**config.mk**
```make
export PLATFORM = sky130hd
export DESIGN_NAME = lamp_driver_flat
export DESIGN_NICKNAME = d
export VERILOG_FILES = /design/src/rtl/lamp_pkg.sv /design/src/rtl/lamp_driver_if.sv /design/src/rtl/lamp_pwm_gen.sv /design/src/rtl/lamp_driver.sv /design/src/flat_wrapper.sv
export SDC_FILE = /design/constraint.sdc
export NUM_CORES = 1
export LEC_CHECK = 0
export CAP_MARGIN = 10
export CORE_UTILIZATION = 48
export CTS_CLUSTER_DIAMETER = 120
export CTS_CLUSTER_SIZE = 8
export DETAILED_ROUTE_END_ITERATION = 10
export PLACE_DENSITY = 0.76
export SLEW_MARGIN = 0
export SYNTH_ARGS = -nofsm -noshare
export SYNTH_HDL_FRONTEND = slang
export SYNTH_SLANG_ARGS = --single-unit
```
**constraint.sdc**
```tcl
create_clock -name clk -period 1.5 [get_ports clk]
set_input_delay 0.15 -clock clk [delete_from_list [all_inputs] [get_ports clk]]
set_output_delay 0.15 -clock clk [all_outputs]
set_load 0.01 [all_outputs]
```
**src/rtl/lamp_pkg.sv**
```systemverilog
// lamp_pkg: shared definitions for the lamp actuator.
//   - lamp_state_e   : ramp FSM encoding (Off=0, RampUp=1, On=2, RampDown=3)
//   - DefaultPwmBits : default brightness / PWM counter width
//   - DefaultRampDiv : default clocks per brightness step
package lamp_pkg;

   localparam int unsigned DefaultPwmBits = 8;
   localparam int unsigned DefaultRampDiv = 4;

   typedef enum logic [1:0] {
      StOff      = 2'd0,
      StRampUp   = 2'd1,
      StOn       = 2'd2,
      StRampDown = 2'd3
   } lamp_state_e;

endpackage

```
**src/rtl/lamp_driver_if.sv**
```systemverilog
// lamp_driver_if: command / status bundle between the light controller and the lamp.
//   turn_lamp_on, turn_lamp_off : one-cycle command pulses (controller -> lamp)
//   lamp_pwm                    : PWM drive to the lamp
//   level                       : current brightness, 0..2^PWM_BITS-1
//   lampstate                   : 1 only while settled fully on
//   busy                        : 1 while ramping
//   ack                         : one-cycle pulse when a ramp completes
// master = controller side, slave = lamp side.
interface lamp_driver_if
   import lamp_pkg::*;
#(
   parameter int unsigned PWM_BITS = DefaultPwmBits
) ();

   logic                turn_lamp_on;
   logic                turn_lamp_off;
   logic                lamp_pwm;
   logic [PWM_BITS-1:0] level;
   logic                lampstate;
   logic                busy;
   logic                ack;

   modport master (
      output turn_lamp_on,
      output turn_lamp_off,
      input  lamp_pwm,
      input  level,
      input  lampstate,
      input  busy,
      input  ack
   );

   modport slave (
      input  turn_lamp_on,
      input  turn_lamp_off,
      output lamp_pwm,
      output level,
      output lampstate,
      output busy,
      output ack
   );

endinterface

```
**src/rtl/lamp_pwm_gen.sv**
```systemverilog
// lamp_pwm_gen: free-running PWM counter with a registered compare.
//   clk, reset  : rising-edge clock, asynchronous active-high reset
//   i_level     : brightness to render, 0..MAX
//   o_lamp_pwm  : registered PWM output, lags i_level by one cycle
// Output is high while counter < level, forced high at level == MAX so full
// brightness has no one-count gap; level == 0 yields a constant 0.
module lamp_pwm_gen
   import lamp_pkg::*;
#(
   parameter int unsigned PWM_BITS = DefaultPwmBits
) (
   input  logic                clk,
   input  logic                reset,
   input  logic [PWM_BITS-1:0] i_level,
   output logic                o_lamp_pwm
);

   localparam logic [PWM_BITS-1:0] MaxLevel = {PWM_BITS{1'b1}};

   logic [PWM_BITS-1:0] r_cnt;
   logic                r_pwm;
   logic                w_pwm_next;

   assign w_pwm_next = (i_level == MaxLevel) || (r_cnt < i_level);

   always_ff @(posedge clk or posedge reset) begin
      if (reset) begin
         r_cnt <= '0;
         r_pwm <= 1'b0;
      end else begin
         r_cnt <= r_cnt + 1'b1;   // wraps MAX -> 0
         r_pwm <= w_pwm_next;
      end
   end

   assign o_lamp_pwm = r_pwm;

endmodule

```
**src/rtl/lamp_driver.sv**
```systemverilog
// lamp_driver: lamp actuator with soft brightness ramp.
//   clk, reset : rising-edge clock, asynchronous active-high reset
//   lamp_bus   : lamp_driver_if.slave (commands in; pwm/level/lampstate/busy/ack out)
// Parameters: PWM_BITS (level width, MAX = 2^PWM_BITS-1), RAMP_DIV (clocks per step, >= 1).
// Build option LAMP_DRIVER_SOFT_RAMP_EN: when defined, accepted commands ramp
// the level one step every RAMP_DIV clocks; when undefined, accepted commands
// jump straight to MAX / 0, busy is tied low and no prescaler is built.
// Off wins over a simultaneous on; redundant commands are ignored.
module lamp_driver
   import lamp_pkg::*;
#(
   parameter int unsigned PWM_BITS = DefaultPwmBits,
   parameter int unsigned RAMP_DIV = DefaultRampDiv
) (
   input  logic         clk,
   input  logic         reset,
   lamp_driver_if.slave lamp_bus
);

   localparam logic [PWM_BITS-1:0] MaxLevel = {PWM_BITS{1'b1}};

   if (RAMP_DIV < 1) begin : g_bad_ramp_div
      $error("lamp_driver: RAMP_DIV must be at least 1");
   end

   lamp_state_e         r_state, w_state_next;
   logic [PWM_BITS-1:0] r_level, w_level_next;
   logic                r_ack, w_ack_next;
   logic                r_lampstate;
   logic                w_off, w_on;
   logic                w_acc_off, w_acc_on;

   assign w_off = lamp_bus.turn_lamp_off;
   assign w_on  = lamp_bus.turn_lamp_on & ~w_off;   // off wins

   // Only commands that change direction are accepted.
   assign w_acc_off = w_off && ((r_state == StRampUp) || (r_state == StOn));
   assign w_acc_on  = w_on && ((r_state == StOff) || (r_state == StRampDown));

`ifdef LAMP_DRIVER_SOFT_RAMP_EN
   localparam int unsigned PrescW = (RAMP_DIV > 1) ? $clog2(RAMP_DIV) : 1;

   logic [PrescW-1:0]   r_presc, w_presc_next;
   logic                w_presc_tc;
   logic [PWM_BITS-1:0] w_level_inc, w_level_dec;
   logic                r_busy;

   assign w_presc_tc  = (r_presc == PrescW'(RAMP_DIV - 1));
   assign w_level_inc = (r_level == MaxLevel) ? MaxLevel : r_level + 1'b1;
   assign w_level_dec = (r_level == '0) ? '0 : r_level - 1'b1;

   always_comb begin
      w_state_next = r_state;
      w_level_next = r_level;
      w_ack_next   = 1'b0;
      w_presc_next = '0;   // idle and accepted commands restart the prescaler
      if (w_acc_off) begin
         w_state_next = StRampDown;
      end else if (w_acc_on) begin
         w_state_next = StRampUp;
      end else begin
         unique case (r_state)
            StRampUp: begin
               if (w_presc_tc) begin
                  w_level_next = w_level_inc;
                  if (w_level_inc == MaxLevel) begin
                     w_state_next = StOn;
                     w_ack_next   = 1'b1;
                  end
               end else begin
                  w_presc_next = r_presc + 1'b1;
               end
            end
            StRampDown: begin
               if (w_presc_tc) begin
                  w_level_next = w_level_dec;
                  if (w_level_dec == '0) begin
                     w_state_next = StOff;
                     w_ack_next   = 1'b1;
                  end
               end else begin
                  w_presc_next = r_presc + 1'b1;
               end
            end
            StOff, StOn: begin
            end
            default: begin
            end
         endcase
      end
   end

   always_ff @(posedge clk or posedge reset) begin
      if (reset) begin
         r_presc <= '0;
         r_busy  <= 1'b0;
      end else begin
         r_presc <= w_presc_next;
         r_busy  <= (w_state_next == StRampUp) || (w_state_next == StRampDown);
      end
   end

   assign lamp_bus.busy = r_busy;
`else
   // Instant mode: only Off and On are ever reached.
   always_comb begin
      w_state_next = r_state;
      w_level_next = r_level;
      w_ack_next   = 1'b0;
      if (w_acc_off) begin
         w_state_next = StOff;
         w_level_next = '0;
         w_ack_next   = 1'b1;
      end else if (w_acc_on) begin
         w_state_next = StOn;
         w_level_next = MaxLevel;
         w_ack_next   = 1'b1;
      end
   end

   assign lamp_bus.busy = 1'b0;
`endif

   always_ff @(posedge clk or posedge reset) begin
      if (reset) begin
         r_state     <= StOff;
         r_level     <= '0;
         r_ack       <= 1'b0;
         r_lampstate <= 1'b0;
      end else begin
         r_state     <= w_state_next;
         r_level     <= w_level_next;
         r_ack       <= w_ack_next;
         r_lampstate <= (w_state_next == StOn);
      end
   end

   lamp_pwm_gen #(
      .PWM_BITS (PWM_BITS)
   ) u_pwm_gen (
      .clk        (clk),
      .reset      (reset),
      .i_level    (r_level),
      .o_lamp_pwm (lamp_bus.lamp_pwm)
   );

   assign lamp_bus.level     = r_level;
   assign lamp_bus.ack       = r_ack;
   assign lamp_bus.lampstate = r_lampstate;

endmodule

```
**src/flat_wrapper.sv**
```systemverilog
// flat-port wrapper written by rule: the top's interface ports become plain ports
module lamp_driver_flat import lamp_pkg::*;
#(
   parameter int unsigned PWM_BITS = DefaultPwmBits,
   parameter int unsigned RAMP_DIV = DefaultRampDiv
)
  (clk, reset, lamp_bus_turn_lamp_on, lamp_bus_turn_lamp_off, lamp_bus_lamp_pwm, lamp_bus_level, lamp_bus_lampstate, lamp_bus_busy, lamp_bus_ack);
  lamp_driver_if #(.PWM_BITS(PWM_BITS)) lamp_bus_i ();
  input  logic clk;
  input  logic reset;
  input wire logic [$bits(lamp_bus_i.turn_lamp_on)-1:0] lamp_bus_turn_lamp_on;
  input wire logic [$bits(lamp_bus_i.turn_lamp_off)-1:0] lamp_bus_turn_lamp_off;
  output wire logic [$bits(lamp_bus_i.lamp_pwm)-1:0] lamp_bus_lamp_pwm;
  output wire logic [$bits(lamp_bus_i.level)-1:0] lamp_bus_level;
  output wire logic [$bits(lamp_bus_i.lampstate)-1:0] lamp_bus_lampstate;
  output wire logic [$bits(lamp_bus_i.busy)-1:0] lamp_bus_busy;
  output wire logic [$bits(lamp_bus_i.ack)-1:0] lamp_bus_ack;
  assign lamp_bus_i.turn_lamp_on = lamp_bus_turn_lamp_on;
  assign lamp_bus_i.turn_lamp_off = lamp_bus_turn_lamp_off;
  assign lamp_bus_lamp_pwm = lamp_bus_i.lamp_pwm;
  assign lamp_bus_level = lamp_bus_i.level;
  assign lamp_bus_lampstate = lamp_bus_i.lampstate;
  assign lamp_bus_busy = lamp_bus_i.busy;
  assign lamp_bus_ack = lamp_bus_i.ack;
  lamp_driver #(.PWM_BITS(PWM_BITS), .RAMP_DIV(RAMP_DIV)) u_core (.clk(clk), .reset(reset), .lamp_bus(lamp_bus_i));
endmodule
```
==> results of run 1 <==
-- layer usage --
metal	part of all wire (%)	vias up
li1	-	243
met1	46	221
met2	47	17
met3	6.5	2
met4	0.41	0
met5	0	-
-- what timing repair did --
action,in CTS,in global routing
gates resized for setup,0,8
setup endpoints to repair,0,8
buffers inserted,0,0
-- cell usage in the layout, fill, tap and decap left out, types with 2 or more instances in the layout --
cell             Yosys  final
dfrtp_1             14     14
ha_1                 8      8
dlymetal6s2s_1       0      8
a21oi_1              6      6
clkdlybuf4s50_1      0      6
inv_1                5      5
nand2_1              4      4
xor2_1               4      4
o21ai_0              3      3
clkbuf_4             0      3
nand3_1              2      2
xnor2_1              2      2
nor2_1               2      2
-- flip-flops by register name (all words and copies together), names as in the netlist --
register and count:
u_core.lamp_bus.ack 1, u_core.lamp_bus.lampstate 1, u_core.lamp_bus.level 1, u_core.r_state 2
u_core.u_pwm_gen.o_lamp_pwm 1, u_core.u_pwm_gen.r_cnt 8
-- stage by stage --
stage	std cells	instance area (um^2)
2_1_floorplan	69	744.5
3_3_place_gp	91	850.8
3_5_place_dp	91	850.8
4_1_cts	95	887.1
5_1_grt	95	907.1
6_report	95	907.1
-- logic make-up after synthesis --
kind of cell             after synthesis  share of synthesized area, %
XOR/XNOR                               7                         9.244
multiplexers                           1                         1.345
adder cells (fa/ha/maj)                8                         13.45
AO/OA/AOI/OAI                         11                         8.068
buffers and inverters                 13                         10.59
AND/OR/NAND/NOR                       14                         9.749
other                                  1                        0.5037
flip-flops                            14                         47.06
-- power by group --
part	switching [W]	internal [W]	total, W	leakage (nW)
clock network	0.000124	0.000148	0.000272	0.0210
registers	0.00000438	0.000387	0.000392	0.168
logic	0.0000826	0.0000859	0.000168	0.289
total	0.000211	0.000621	0.000832	0.478
-- how the worst max path moves through the flow --
stage                        startpoint  cells after the start  slack [ns]                          end
2_1_floorplan  u_core.lamp_bus.level[6]                      5        0.05  u_core.u_pwm_gen.o_lamp_pwm
3_3_place_gp     lamp_bus_turn_lamp_off                      4        0.17    u_core.lamp_bus.lampstate
3_5_place_dp     lamp_bus_turn_lamp_off                      4        0.13    u_core.lamp_bus.lampstate
4_1_cts        u_core.lamp_bus.level[6]                      2      0.0002            lamp_bus_level[0]
5_1_grt        u_core.lamp_bus.level[6]                      5        0.02  u_core.u_pwm_gen.o_lamp_pwm
6_report              u_core.r_state[0]                      3        0.16    u_core.lamp_bus.lampstate
-- cell type report --
type / instances / share of cell area, %
multi-input cells: 42 / 34.76
repair buffers: 15 / 18.48
well taps: 15 / 2.069
flip-flops and latches: 14 / 38.62
inverters: 5 / 2.069
clock buffers: 4 / 4.000
-- critical path: cells and delay by family (launching register included) --
family         cells  cell delay [ns]
flip-flops         1             0.46
AO/OA/AOI/OAI      1             0.16
multiplexers       1             0.35
XOR/XNOR           1             0.24
==> impl_metrics.toml, run 1 <==
[run_status]
status = "completed"

[cells_and_area]
fin_util_pct = 66.39
seq_area_um2 = 350.3
nFillCells = 111
nNetsFinal = 93
multiInputGateArea_um2 = 315.3
insertedDiodeCount = 0
synthToLayoutAreaGrowth_pct = 21.85
drive_gt1_share_pct = 8.750

[timing]
holdWs_ns = 0.1907
fin_worst_skew_ns = 0.003325
finalCritPeriodShare_pct = 89.57
rsz0062_at_grt = "no"
hold_viol = 0
tns_ns = 0
tightest_slew_ns = 0.5134
setup_ws_ns = 0.1565
fmax_mhz = 744.3
maxSlewViolCount = 0
maxSlewHeadroom_pct = 65.73
setup_violations = 0
min_period_ns = 1.344

[synthesis]
syn-num-nets = 81
yosys_warnings = 0
synth_top_cell_area_share_pct = 47.06
synth_edf_count = 0
syn-mean-instance-area_um2 = 10.79
ys_seq_elements = 14
synth_area_leaders = "dfrtp_1, ha_1, buf_4"
synth_ff_type = "dfrtp_1"
synthArstFlopShare_pct = 100.0
yosysTopAreaCell = "dfrtp_1"
synth_sequential_area_ratio_pct = 47.06
synthDistinctLibCells = 22
synthTopCellsByCount = "dfrtp_1, buf_4, ha_1, a21oi_1, inv_1"
synth_most_common_cell = "dfrtp_1"
syn-cell-area_um2 = 744.5
syn_inst = 69

[setup_path]
rr_worst_depth = 3
cp.required_ns = 1.65
reg2reg_to = "u_core.lamp_bus.lampstate"
worstPathCellList = "xnor2_2, mux2i_1, a211oi_1"
critPathKind = "reg2reg"
crit_path_end_kind = "flop"
slowest_delay_ns = 0.46
crit_fanout = 5
cp-start-kind = "flop"
reg2reg_from = "u_core.r_state[0]"
crit_path_top_delay_cell = "dfrtp_1"
rrSetupSlack_ns = 0.16
arrival_ns = 1.49

[floorplan]
num_rows = 13
pin_count = 16
dieWidth_um = 41.38
fp.dieH_um = 41.38
core_mm2 = 0.001366
initial_core_util_pct = 54.49
dieArea_mm2 = 0.001712

[route]
drt_iter0_markers = 9
routed_via_density = 5.084
drc = 0
drtAntennaViolNets = 0
routedWlPerCell_um = 12.71
routed_wl_mm = 1.207
vias = 483
firstDrtPassIters = 4

[cts]
path_clk_slew_ns = 0.09
clockBufferDepth = 2
htreeDepth = 1
hold_buffers = 0
clock-sinks = 14
insertion_delay_ns = 0.28
cts_buffers = 3
cts_tree = "yes"
cts_root_buf = "clkbuf_4"

[global_routing]
grt_max_degree = 15
grtUsageTotal_pct = 18.98
grt_use_met1_pct = 24.57
grt_use_met2_pct = 29.30
grt_pass1_vias = 432
antenna_found_initial = 0
grt_pass1_wl_mm = 1.973
busiest_layer = "met2"
grt-ovfl-total = 0
grt_util_met3_pct = 4.787

[pwr]
finalPower_w = 0.0008323
pwr_density_cell_mw_per_mm2 = 917.5
ir_drop_mv = 0.6276
leakagePower_nw = 0.4785

[placement]
dp_hpwl_um = 883.9
gp_congestion = 0.7948
dp_worst_setup_slack_ns = 0.1299
io_buffers = 14

[worst_hold_path]
hold_class = "in2async"

[run]
maxCapViolCount = 0
No activity file was read; power rests on OpenSTA's default activity.
==> run 2: changes to the inputs <==
- CORE_UTILIZATION: 48 -> 55
- DONT_BUFFER_PORTS: not set -> 1
- PLACE_DENSITY: 0.76 -> 0.7
- SETUP_SLACK_MARGIN: not set -> 0.3
- clock period: 1.5 -> 1.44 ns (I/O delays scaled with it)
==> impl_metrics.toml, run 2 (same netlist as run 1, synthesis figures left out) <==
[setup_path]
cp_top_family = "flip-flops"
crit_fanout = 8
path_buf_inv = 1
rr_worst_depth = 5
slowest_delay_ns = 0.45
cp.required_ns = 1.65
critPathKind = "reg2reg"
rrSetupSlack_ns = 0.24
arrival_ns = 1.41
cp-start-kind = "flop"
reg2reg_to = "u_core.u_pwm_gen.o_lamp_pwm"
reg2reg_from = "u_core.lamp_bus.level[6]"
crit_path_end_kind = "flop"
crit_path_top_delay_cell = "dfrtp_2"
worstPathCellList = "inv_8, ha_4, o211ai_1, a21oi_1, o21ai_1"

[route]
firstDrtPassIters = 3
routed_via_density = 5.376
drtAntennaViolNets = 0
drc = 0
routed_wl_mm = 1.175
vias = 457
drt_iter0_markers = 7
routedWlPerCell_um = 13.82

[cells_and_area]
seq_area_um2 = 351.6
final_common_cell = "dfrtp_1"
layout_common_cells = "dfrtp_1, a21oi_1, ha_4"
regMostFlops = "u_core.u_pwm_gen.r_cnt"
nNetsFinal = 84
nFillCells = 75
top_regs = "u_core.u_pwm_gen.r_cnt x8, u_core.r_state x2"
drive_gt1_share_pct = 30.99
insertedDiodeCount = 0
synthToLayoutAreaGrowth_pct = 17.65
largest_reg_flops = 8
multiInputGateArea_um2 = 404.1

[cts]
clock-sinks = 14
clockBufferDepth = 2
cts_root_buf = "clkbuf_4"
cts_tree = "yes"
htreeDepth = 1
cts_buffers = 3
path_clk_slew_ns = 0.08
insertion_delay_ns = 0.28

[floorplan]
fp.dieH_um = 38.79
core_mm2 = 0.001186
dieWidth_um = 38.79
initial_core_util_pct = 62.76
pin_count = 16
dieArea_mm2 = 0.001505
num_rows = 12

[global_routing]
grt_max_degree = 15
grtUsageTotal_pct = 20.91
grt_pass1_vias = 450
grt_pass1_wl_mm = 2.001
grt-ovfl-total = 0
antenna_found_initial = 0

[timing]
tns_ns = 0
finalCritPeriodShare_pct = 83.48
maxSlewHeadroom_pct = 63.99
fmax_mhz = 831.8
tightest_slew_ns = 0.5396
fin_worst_skew_ns = 0.007146
hold_viol = 0
rsz0062_at_grt = "yes"
holdWs_ns = 0.02783
setup_violations = 0
maxSlewViolCount = 0
min_period_ns = 1.202

[placement]
dp_hpwl_um = 804.2
gp_congestion = 0.6863
io_buffers = 0

[worst_hold_path]
hold_depth = 2
hold_end = "u_core.lamp_bus.ack"
hp-start = "lamp_bus_turn_lamp_off"
hold_class = "in2reg"

[pwr]
leakagePower_nw = 0.3777
ir_drop_mv = 0.7397
pwr_density_cell_mw_per_mm2 = 899.2

[run]
maxCapViolCount = 0

[run_status]
status = "completed"
-- run 2: changes by cell type in the layout (fill, tap and decap cells not counted), sizes merged --
cell | previous run | this run
dlymetal6s2s | 8 | 0
buf | 1 | 4
dlygate4sd3 | 0 | 2
clkdlybuf4s50 | 6 | 0
-- run 2: area by class of cell --
type / instances / share of cell area (%)
Inverter: 5 / 3.000
Tap cell: 14 / 2.000
Sequential cell: 14 / 40.14
Multi-Input combinational cell: 42 / 46.14
Timing Repair Buffer: 6 / 5.714
Clock buffer: 4 / 3.000
-- run 2: what timing repair did --
| action | in CTS | in global routing |
|---|---|---|
| pin swaps | 4 | 1 |
| setup buffers | 3 | 0 |
| hold endpoints to repair | 15 | 0 |
| resized for setup | 3 | 4 |
| setup endpoints to repair | 5 | 15 |
| hold buffers | 2 | 0 |
-- run 2: worst reg2reg max path, stage by stage, from the launching register on --
cell	delay, ns
dfrtp_2	0.45
inv_8	0.12
ha_4	0.21
o211ai_1	0.16
a21oi_1	0.09
o21ai_1	0.11
-- run 2: report_power, final --
part	leakage (nW)	switching, W	internal (W)	total [W]
registers	0.168	0.0000133	0.000404	0.000418
clock network	0.0150	0.000123	0.000108	0.000231
logic	0.195	0.0000850	0.0000542	0.000139
-- run 2: stage by stage --
stage	util [%]	instances	setup slack, ns	instance area [um^2]	total power (W)
floorplan	-	69	0.2000	813.3	0.0005648
global placement	65.61	76	0.2620	778.2	0.0005484
detailed placement	65.61	76	0.2212	778.2	0.0005529
CTS	72.47	85	0.2189	859.6	0.0007909
global route	73.84	85	0.1751	875.8	0.0008351
finish	73.84	85	0.2379	875.8	0.0007876
-- run 2: how the worst max path moves through the flow --
stage / start / endpoint / slack (ns) / depth (start not counted)
2_1_floorplan: u_core.lamp_bus.level[6] / u_core.u_pwm_gen.o_lamp_pwm / 0.20 / 5
3_3_place_gp: u_core.lamp_bus.level[6] / u_core.u_pwm_gen.o_lamp_pwm / 0.26 / 5
3_5_place_dp: u_core.r_state[0] / u_core.lamp_bus.lampstate / 0.22 / 3
4_1_cts: u_core.lamp_bus.level[6] / u_core.u_pwm_gen.o_lamp_pwm / 0.22 / 5
5_1_grt: u_core.lamp_bus.level[6] / u_core.u_pwm_gen.o_lamp_pwm / 0.18 / 5
6_report: u_core.lamp_bus.level[6] / u_core.u_pwm_gen.o_lamp_pwm / 0.24 / 5
-- run 2: per-layer routing --
layer / track usage (%) / up-vias / share of wire [%]
met1: 29.55 / 214 / 51
met3: 5.780 / 4 / 3.8
met2: 29.17 / 12 / 43
li1: - / 227 / -
met5: 0 / - / 0
met4: 10.34 / 0 / 1.6
